--- src/rtl/taxi_axis_gmii_rx.sv ---
// taxi_axis_gmii_rx: GMII/MII receive framer.
// Strips the preamble and SFD, checks the CRC-32 and emits each frame as an
// AXI4-Stream packet. tuser[0] is set on the tlast beat when the frame is bad.
// Optional feature macro: TAXI_AXIS_GMII_RX_PTP_TS_EN adds the ptp_ts input.
// The timestamp is captured at the SFD and driven on tuser[PTP_TS_W:1].
// There is no tready: the sink must accept every beat.
//
// state      | meaning
// -----------+----------------------------------------------------------
// ST_IDLE    | hunting for 0x55 preamble bytes followed by the 0xD5 SFD
// ST_PAYLOAD | frame accepted; bytes flow through the 4-byte FCS delay line
// ST_DROP    | frame rejected; wait for dv to fall
module taxi_axis_gmii_rx #(
  parameter int DATA_W   = 8,
  parameter int PTP_TS_W = 96
) (
  input  logic                clk,
  input  logic                rst_n,
  input  logic [DATA_W-1:0]   gmii_rxd,
  input  logic                gmii_rx_dv,
  input  logic                gmii_rx_er,
  output logic [7:0]          m_axis_rx_tdata,
  output logic                m_axis_rx_tvalid,
  output logic                m_axis_rx_tlast,
`ifdef TAXI_AXIS_GMII_RX_PTP_TS_EN
  output logic [PTP_TS_W:0]   m_axis_rx_tuser,
  input  logic [PTP_TS_W-1:0] ptp_ts,
`else
  output logic [0:0]          m_axis_rx_tuser,
`endif
  input  logic                clk_enable,
  input  logic                mii_select,
  input  logic                cfg_rx_enable,
  output logic                start_packet,
  output logic                error_bad_frame,
  output logic                error_bad_fcs
);

  if (DATA_W != 8) begin : g_data_w_check
    $error("taxi_axis_gmii_rx: only DATA_W = 8 is supported");
  end
  if (PTP_TS_W < 1) begin : g_ptp_w_check
    $error("taxi_axis_gmii_rx: PTP_TS_W must be at least 1");
  end

  localparam logic [31:0] CRC_POLY    = 32'hEDB88320;
  localparam logic [31:0] CRC_RESIDUE = 32'hC704DD7B;

  typedef enum logic [1:0] {ST_IDLE, ST_PAYLOAD, ST_DROP} state_t;

  state_t            state, state_nxt;
  logic [DATA_W-1:0] rxd_q;
  logic              dv_q, er_q, ce_q, mii_q, cfg_en_q;
  logic [3:0]        nib_prev;
  logic              mii_odd;
  logic [7:0]        rx_byte;
  logic              sfd_nib, byte_en, frame_end;
  logic              take_sfd, push, finish;
  logic [31:0]       crc;
  logic [3:0][7:0]   dly;
  logic [7:0]        hold;
  logic [2:0]        cnt;
  logic              bad_er, frame_bad, crc_bad;

  // CRC-32, reflected form, one byte LSB first
  function automatic logic [31:0] crc_byte(input logic [31:0] c, input logic [7:0] d);
    logic [31:0] r;
    r = c;
    for (int i = 0; i < 8; i++) r = (r[0] ^ d[i]) ? ((r >> 1) ^ CRC_POLY) : (r >> 1);
    return r;
  endfunction

  // the residue constant is in MSB-first order, the register is LSB-first
  function automatic logic [31:0] rev32(input logic [31:0] v);
    logic [31:0] r;
    for (int i = 0; i < 32; i++) r[i] = v[31-i];
    return r;
  endfunction

`ifdef TAXI_AXIS_GMII_RX_PTP_TS_EN
  logic [PTP_TS_W-1:0] ptp_reg;

  // timestamp captured with the SFD, held for the whole frame
  always_ff @(posedge clk or negedge rst_n) begin
    if (!rst_n) ptp_reg <= '0;
    else if (take_sfd) ptp_reg <= ptp_ts;
  end

  function automatic logic [PTP_TS_W:0] make_user(input logic bad);
    return {ptp_reg, bad};
  endfunction
`else
  function automatic logic [0:0] make_user(input logic bad);
    return bad;
  endfunction
`endif

  // single input register stage for all PHY-side and config inputs
  always_ff @(posedge clk or negedge rst_n) begin
    if (!rst_n) begin
      rxd_q    <= '0;
      dv_q     <= 1'b0;
      er_q     <= 1'b0;
      ce_q     <= 1'b0;
      mii_q    <= 1'b0;
      cfg_en_q <= 1'b0;
    end else begin
      rxd_q    <= gmii_rxd;
      dv_q     <= gmii_rx_dv;
      er_q     <= gmii_rx_er;
      ce_q     <= clk_enable;
      mii_q    <= mii_select;
      cfg_en_q <= cfg_rx_enable;
    end
  end

  // byte assembly; in MII a D nibble after a 5 nibble while hunting forces the pair phase
  always_comb begin
    rx_byte   = mii_q ? {rxd_q[3:0], nib_prev} : rxd_q[7:0];
    sfd_nib   = mii_q && (state == ST_IDLE) && (rxd_q[3:0] == 4'hD) && (nib_prev == 4'h5);
    byte_en   = ce_q && dv_q && (!mii_q || mii_odd || sfd_nib);
    frame_end = ce_q && !dv_q;
  end

  // nibble phase tracking; mii_odd set means a low nibble is waiting for its partner
  always_ff @(posedge clk or negedge rst_n) begin
    if (!rst_n) begin
      nib_prev <= 4'h0;
      mii_odd  <= 1'b0;
    end else if (ce_q) begin
      nib_prev <= dv_q ? rxd_q[3:0] : 4'h0;
      mii_odd  <= mii_q && dv_q && !byte_en;
    end
  end

  // state register
  always_ff @(posedge clk or negedge rst_n) begin
    if (!rst_n) state <= ST_IDLE;
    else state <= state_nxt;
  end

  // next-state logic
  always_comb begin
    state_nxt = state;
    case (state)
      ST_IDLE: begin
        if (take_sfd) state_nxt = ST_PAYLOAD;
        else if (byte_en && rx_byte != 8'h55) state_nxt = ST_DROP;
      end
      ST_PAYLOAD: if (frame_end) state_nxt = ST_IDLE;
      ST_DROP:    if (frame_end) state_nxt = ST_IDLE;
      default:    state_nxt = ST_IDLE;
    endcase
  end

  // FSM action decode
  always_comb begin
    take_sfd  = (state == ST_IDLE) && byte_en && (rx_byte == 8'hD5) && !er_q && cfg_en_q;
    push      = (state == ST_PAYLOAD) && byte_en;
    finish    = (state == ST_PAYLOAD) && frame_end;
    frame_bad = bad_er || mii_odd;
    crc_bad   = rev32(crc) != CRC_RESIDUE;
  end

  // FCS delay line, CRC accumulation and byte count (saturates at 5)
  always_ff @(posedge clk or negedge rst_n) begin
    if (!rst_n) begin
      crc    <= 32'hFFFFFFFF;
      dly    <= '0;
      hold   <= 8'h00;
      cnt    <= 3'd0;
      bad_er <= 1'b0;
    end else begin
      if (take_sfd) begin
        crc    <= 32'hFFFFFFFF;
        cnt    <= 3'd0;
        bad_er <= 1'b0;
      end else if (push) begin
        dly <= {dly[2:0], rx_byte};
        crc <= crc_byte(crc, rx_byte);
        cnt <= (cnt == 3'd5) ? 3'd5 : cnt + 3'd1;
        if (cnt >= 3'd4) hold <= dly[3];
      end
      if ((state == ST_PAYLOAD) && ce_q && dv_q && er_q) bad_er <= 1'b1;
    end
  end

  // registered stream and status outputs; a beat is held back one byte so tlast can be attached
  always_ff @(posedge clk or negedge rst_n) begin
    if (!rst_n) begin
      m_axis_rx_tdata  <= 8'h00;
      m_axis_rx_tvalid <= 1'b0;
      m_axis_rx_tlast  <= 1'b0;
      m_axis_rx_tuser  <= '0;
      start_packet     <= 1'b0;
      error_bad_frame  <= 1'b0;
      error_bad_fcs    <= 1'b0;
    end else begin
      m_axis_rx_tvalid <= 1'b0;
      m_axis_rx_tlast  <= 1'b0;
      start_packet     <= take_sfd;
      error_bad_frame  <= 1'b0;
      error_bad_fcs    <= 1'b0;
      if (push && cnt == 3'd5) begin
        m_axis_rx_tvalid <= 1'b1;
        m_axis_rx_tdata  <= hold;
        m_axis_rx_tuser  <= make_user(1'b0);
      end
      if (finish) begin
        m_axis_rx_tvalid <= 1'b1;
        m_axis_rx_tlast  <= 1'b1;
        if (cnt == 3'd5) begin
          m_axis_rx_tdata <= hold;
          m_axis_rx_tuser <= make_user(frame_bad || crc_bad);
          error_bad_frame <= frame_bad;
          error_bad_fcs   <= !frame_bad && crc_bad;
        end else begin
          m_axis_rx_tdata <= 8'h00;
          m_axis_rx_tuser <= make_user(1'b1);
          error_bad_frame <= 1'b1;
        end
      end
    end
  end

endmodule

--- config.mk ---
export PLATFORM = sky130hd
export DESIGN_NAME = taxi_axis_gmii_rx
export DESIGN_NICKNAME = d
export VERILOG_FILES = /design/src/rtl/taxi_axis_gmii_rx.sv
export SDC_FILE = /design/constraint.sdc
export NUM_CORES = 1
export LEC_CHECK = 0
export ABC_AREA = 1
export BUFFER_PORTS_ARGS = -buffer_cell sky130_fd_sc_hd__buf_4
export CAP_MARGIN = 10
export CORE_MARGIN = 5
export CORE_UTILIZATION = 48
export CTS_CLUSTER_DIAMETER = 50
export DETAILED_ROUTE_END_ITERATION = 7
export GPL_TIMING_DRIVEN = 0
export PLACE_DENSITY = 0.67
export SLEW_MARGIN = 20
export SYNTH_ARGS = -nofsm -noshare
export SYNTH_HDL_FRONTEND = slang
export SYNTH_SLANG_ARGS = --single-unit
--- constraint.sdc ---
create_clock -name clk -period 1.9 [get_ports clk]
set_clock_uncertainty 0.15 [all_clocks]
set_input_delay 0 -clock clk [delete_from_list [all_inputs] [get_ports clk]]
set_output_delay 0 -clock clk [all_outputs]
set_load 0.05 [all_outputs]
== Word-level counts from Yosys, hierarchy flattened ==
Cells that the tools add are included.
Word-level totals
  register bits: 110
  input bits: 15
  output and inout port bits: 14
  word-level logic and storage cells: 124
Operators by class
  $add $sub $neg: 1
  order comparisons: 1
  reductions and logical operators: 37
  bitwise gates (word level): 17
  equality and inequality tests: 10
  multiplexer cells: 34
Operators with widths (count)
  32-bit two-way mux: 10
  13-bit NOT with 14-bit output: 8
  8-bit two-way mux: 4
  32-bit != test (second input constant): 1
  1-bit logical AND: 20
  1-bit two-way mux: 12
  3-bit two-way mux: 3
  8-bit == test (second input constant): 1
  8-bit by 7-bit != test with 1-bit output (second input constant): 1
  1-bit XOR: 8
  2-bit two-way mux: 3
  2-bit nonzero test: 3
  1-bit logical NOT: 5
  4-bit by 3-bit == test with 1-bit output (second input constant): 1
  4-bit == test (second input constant): 1
  1-bit logical OR: 4
  4-bit two-way mux: 1
  2-bit case mux with 2 select lines: 1
  2-bit AND reduction: 2
  3-bit by 1-bit adder with 3-bit output (second input constant): 1
  3-bit == test (second input constant): 1
  3-bit greater-or-equal comparator (second input constant): 1
  3-bit != test (second input constant): 1
  3-bit AND reduction: 1
  other kinds (6): 6

== Logic depth before layout (Yosys ltp) ==
  depth in word-level cells: 19
  gate-level depth with buffers: 16
  mapped depth without buffers: 16

== Least setup slack after synthesis ==
Ideal clock, no wire load.
  path kind: flip-flop to flip-flop
  start point: register state[0]
  end point: register m_axis_rx_tuser
  slack: -127 ps
  data required time: 1623 ps
  arrival time: 1750 ps
  clock period less this slack: 2027 ps
  cell stages (with the launch flop): 14
  buffers on the path: 0
  setup time: 127 ps
  path through: dfrtp_1 > inv_1 > ha_1 > inv_1 > nor3_1 > nand4_1 > nand2_1 > nand2_2 > nor2_4 > nand2_1 > nand2_1 > inv_2 > nand2_1 > nand3b_1
On the way
  word-level cells in the longest chain between the ends: 9
  elaborated cells between the ends (all ways): 12
  those cells by class: eq/ne: 1; mux: 1; reduce/logical: 10
RTL lines
  start, declared: line 51  | state_t state, state_nxt;
  start signal, assigned: line 139  | else state <= state_nxt;
  2-bit logical NOT: line 120  | sfd_nib = mii_q && (state == ST_IDLE) && (rxd_q[3:0] == 4'hD) && (nib_prev == 4'h5);
  1-bit logical AND (3 in a row): line 120
  1-bit logical OR: line 121  | byte_en = ce_q && dv_q && (!mii_q || mii_odd || sfd_nib);
  1-bit logical AND: line 121
  1-bit logical AND: line 159  | push = (state == ST_PAYLOAD) && byte_en;
  1-bit logical AND: line 204  | if (push && cnt == 3'd5) begin
  2-bit nonzero test (no source line)
  end signal, assigned: line 207  | m_axis_rx_tuser <= make_user(1'b0);
  end signal, assigned: line 214  | m_axis_rx_tuser <= make_user(frame_bad || crc_bad);
  end signal, assigned: line 219  | m_axis_rx_tuser <= make_user(1'b1);
  end, declared: line 29  | output logic [0:0] m_axis_rx_tuser,
Several ways; a longest one is shown, not always the timed one.
A chain may end at the register's enable or synchronous reset.

== Worst setup path in the final report ==
  start point: register mii_q
  end point: register crc[17]
On the way
  word-level cells in the longest chain between the ends: 16
  elaborated cells between the ends (all ways): 34
  those cells by class: eq/ne: 1; mux: 11; bitwise: 9; reduce/logical: 13
RTL lines
  start, declared: line 53  | logic dv_q, er_q, ce_q, mii_q, cfg_en_q;
  start signal, assigned: line 112  | mii_q <= mii_select;
  8-bit two-way mux: line 119  | rx_byte = mii_q ? {rxd_q[3:0], nib_prev} : rxd_q[7:0];
  1-bit XOR: line 69  | for (int i = 0; i < 8; i++) r = (r[0] ^ d[i]) ? ((r >> 1) ^ CRC_POLY) : (r >> 1);
  32-bit two-way mux: line 69
  13-bit NOT with 14-bit output (no source line)
  32-bit two-way mux (2 in a row): line 69
  13-bit NOT with 14-bit output (no source line)
  32-bit two-way mux: line 69
  13-bit NOT with 14-bit output (no source line)
  32-bit two-way mux: line 69
  13-bit NOT with 14-bit output (no source line)
  32-bit two-way mux (3 in a row): line 69
  32-bit two-way mux: line 178  | end else if (push) begin
  32-bit two-way mux: line 174  | if (take_sfd) begin
  end signal, assigned: line 180  | crc <= crc_byte(crc, rx_byte);
  end, declared: line 59  | logic [31:0] crc;
Several ways; a longest one is shown, not always the timed one. The select of a mux whose other input is x is not followed.

==> results.sh <==
export IMPL_wl_mm=17.3
export IMPL_finalCritPeriodShare=1.21
export IMPL_gr_total_overflow=0
export IMPL_violations="negative setup slack"
export IMPL_diodes=0
export IMPL_ios=29
export IMPL_grt_util_met3=0.0341
export IMPL_worstPathRequired_ns=2.05
export IMPL_die_y_um=119
export IMPL_stdcell_count=991
export IMPL_cts_buffer_depth=2
export IMPL_outcome="finished, violations left"
export IMPL_num_vias=5460
export IMPL_vdd_drop_max_uv=446
export IMPL_yosys_warnings=0
export IMPL_dieArea_um2=14200
export IMPL_period_minus_slack_ns=2.30
export IMPL_hold_viol_final=0
export IMPL_cts_root_buf="clkbuf_16"
export IMPL_start_util=0.495
export IMPL_max_cap_violations=0
export IMPL_drt_wirelength_per_cell_um=17.5
export IMPL_rrSetupSlack_ns=-0.40
export IMPL_crit_path_start="mii_q$_DFF_PN0_"
export IMPL_maxSlewHeadroom=0.615
export IMPL_syn_area_um2=5720
export IMPL_synth_seq_cells=110
export IMPL_synth_cells=723
export IMPL_antenna_found_initial=0
export IMPL_layout_common_cells="166 x nand2_1, 95 x inv_1, 77 x dfrtp_1, 67 x buf_4, 53 x nand2_2"
export IMPL_worstReg2RegEnd="crc[17]$_DFFE_PN1P_"
export IMPL_met1_usage=0.301
export IMPL_worstSetupStartpointType="flip-flop"
export IMPL_place_worst_setup_slack_ns=-0.484
export IMPL_syn_area_per_cell_um2=7.91
export IMPL_synthFlopType="dfrtp_1"
export IMPL_async_flop_share=1.00
export IMPL_final_max_slew_viol_count=0
export IMPL_rsz0062_at_grt="yes"
export IMPL_cellLeakagePower_nw=4.00
export IMPL_timing_rr_start="mii_q$_DFF_PN0_"
export IMPL_grt_max_degree=111
export IMPL_cts_tree="yes"
export IMPL_die_width_um=119
export IMPL_gr_max_usage_layer="met2"
export IMPL_clkLatencyLatePin_ns=0.36
export IMPL_timing_final_ws_setup_ns=-0.404
export IMPL_routed_via_density=5.51
export IMPL_drt_iter0_markers=499
export IMPL_coreArea_um2=11600
export IMPL_ys_top_cells_by_area="dfrtp_1 34%, nand2_1 15%, dfstp_2 15%"
export IMPL_ant_nets=0
export IMPL_setup_viol=89
export IMPL_worst_hold_path_type="input port to asynchronous set/reset pin"
export IMPL_p_per_area_nw_per_um2=684
export IMPL_cts_max_level=3
export IMPL_grt_pass1_wl_mm=26.4
export IMPL_path_clk_slew_ns=0.08
export IMPL_final_common_cell="nand2_1"
export IMPL_placed_cells=894
export IMPL_portBuffers=28
export IMPL_syn_nets=740
export IMPL_core_rowCount=39
export IMPL_yosys_area_top_type_share=0.341
export IMPL_drtPass1Iterations=5
export IMPL_reg2regPathDepth=12
export IMPL_ys_seq_area_frac=0.488
export IMPL_worst_pin_slew_ns=0.578
export IMPL_worstSetupEndpoint="crc[17]$_DFFE_PN1P_"
export IMPL_crit_arrival_ns=2.45
export IMPL_fillers=827
export IMPL_layout_nets=860
export IMPL_cp_max_fo=6
export IMPL_critPathCaptureType="flip-flop"
export IMPL_drive_above_1_share=0.361
export IMPL_met2_usage=0.395
export IMPL_synth_cell_types=39
export IMPL_syn_to_final_growth_pct=41.4
export IMPL_clock_fmax_ghz=0.434
export IMPL_post_dp_hpwl_mm=10.3
export IMPL_grt_usage=0.234
export IMPL_synth_top_area_cell="dfrtp_1"
export IMPL_worstSetupPathType="flip-flop to flip-flop"
export IMPL_synth_edf_count=0
export IMPL_clock_sinks=110
export IMPL_grt_pass1_vias=5296
export IMPL_gp_congestion=0.972
export IMPL_drc_errors=0
export IMPL_numCtsBuffers=9
==> routing by layer <==
| layer | vias to the layer above | wire length (um) |
|---|---|---|
| met5 | - | 0 |
| met1 | 2658 | 7020 |
| li1 | 2509 | - |
| met3 | 60 | 1130 |
| met4 | 0 | 773 |
| met2 | 233 | 8430 |
==> metrics by stage <==
stage | hold slack (ns) | utilization | total power (W) | area, um^2 | TNS (ns)
global placement | -0.0409 | 0.532 | 0.00316 | 6150 | -27.02
CTS | 0.134 | 0.658 | 0.00540 | 7610 | -13.99
finish | 0.0312 | 0.699 | 0.00553 | 8090 | -23.24
floorplan | -0.446 | - | 0.00297 | 5770 | -0.900
detailed placement | -0.0395 | 0.533 | 0.00318 | 6160 | -31.21
global route | 0.0916 | 0.699 | 0.00574 | 8090 | -31.41
==> state kept, by name (all words and copies together) (netlist names) <==
signal and cells:
crc 32, dly 32, hold 8, m_axis_rx_tdata 8, rxd_q 8, nib_prev 4
cnt 3, state 2, bad_er 1, ce_q 1, cfg_en_q 1, dv_q 1
er_q 1, error_bad_fcs 1, error_bad_frame 1, m_axis_rx_tlast 1, m_axis_rx_tuser 1, m_axis_rx_tvalid 1
mii_odd 1, mii_q 1, start_packet 1
==> worst min path at each step <==
| stage | from | endpoint | slack (ns) | depth (start not counted) |
|---|---|---|---|---|
| CTS | gmii_rxd[6] | rxd_q[6]$_DFF_PN0_ | 0.13 | 2 |
| detailed placement | gmii_rxd[3] | rxd_q[3]$_DFF_PN0_ | -0.04 | 1 |
| global placement | gmii_rx_dv | dv_q$_DFF_PN0_ | -0.04 | 1 |
| global route | rst_n | dly[2]$_DFFE_PN0P_ | 0.09 | 2 |
| finish | rst_n | dly[22]$_DFFE_PN0P_ | 0.03 | 2 |
| floorplan | rst_n | bad_er$_DFFE_PN0P_ | -0.45 | 0 |
==> worst max-delay path, cell delays in order, from the launching register on <==
cell        delay, ns
dfrtp_2          0.48
buf_6            0.13
clkinvlp_4       0.16
nand2_1          0.12
nand3_2          0.10
nand2_4          0.12
nand2_1          0.07
nand2_2          0.18
nor2_1           0.09
o21ai_0          0.35
nand3_1          0.16
nand2_1          0.10
inv_1            0.04
==> kinds of logic after synthesis <==
logic type / count (synthesis) / synth area share
xor+xnor: 35 / 0.0549
compound gates: 80 / 0.0752
flops: 110 / 0.488
buf+inv: 121 / 0.0890
simple gates: 375 / 0.288
fa+ha+maj: 2 / 0.00437
==> cell usage after synthesis (3+ instances only) <==
library cell  count
inv_1            99
nand2_1         233
o21ai_1          25
o22ai_1           8
nand3_1          65
nor4_1            4
dfrtp_1          78
xor2_1           28
buf_4             4
inv_2             4
or2_2             3
nand4_1           6
buf_6             4
nand2_2          13
buf_2             6
dfstp_2          32
o21ai_0          37
nor2_1           34
a21oi_1           5
nor3_1            5
xnor2_1           6
==> what timing repair did <==
item,CTS,global route
pin swaps,32,13
hold endpoints to repair,91,0
setup endpoints to repair,89,89
gates resized for setup,146,71
buffers inserted,44,9
hold buffers,14,0
cloned,10,3
==> final cells by class <==
| class | count | area [um^2] | area share |
|---|---|---|---|
| inverters | 105 | 419 | 0.0518 |
| flip-flops and latches | 110 | 2790 | 0.345 |
| clock inverters | 6 | 80.1 | 0.00990 |
| repair inverters | 1 | 7.51 | 0.000928 |
| well taps | 143 | 179 | 0.0221 |
| plain buffers | 16 | 223 | 0.0275 |
| clock buffers | 10 | 239 | 0.0295 |
| multi-input cells | 492 | 3040 | 0.375 |
| repair buffers | 108 | 1110 | 0.138 |
==> where the power goes <==
part	total (W)	internal (W)	leakage (nW)	switching, W
clock network	0.00201	0.00108	0.152	0.000932
logic	0.00109	0.000427	2.47	0.000663
registers	0.00243	0.00239	1.38	0.0000373
(Power assumes the default switching activity.)
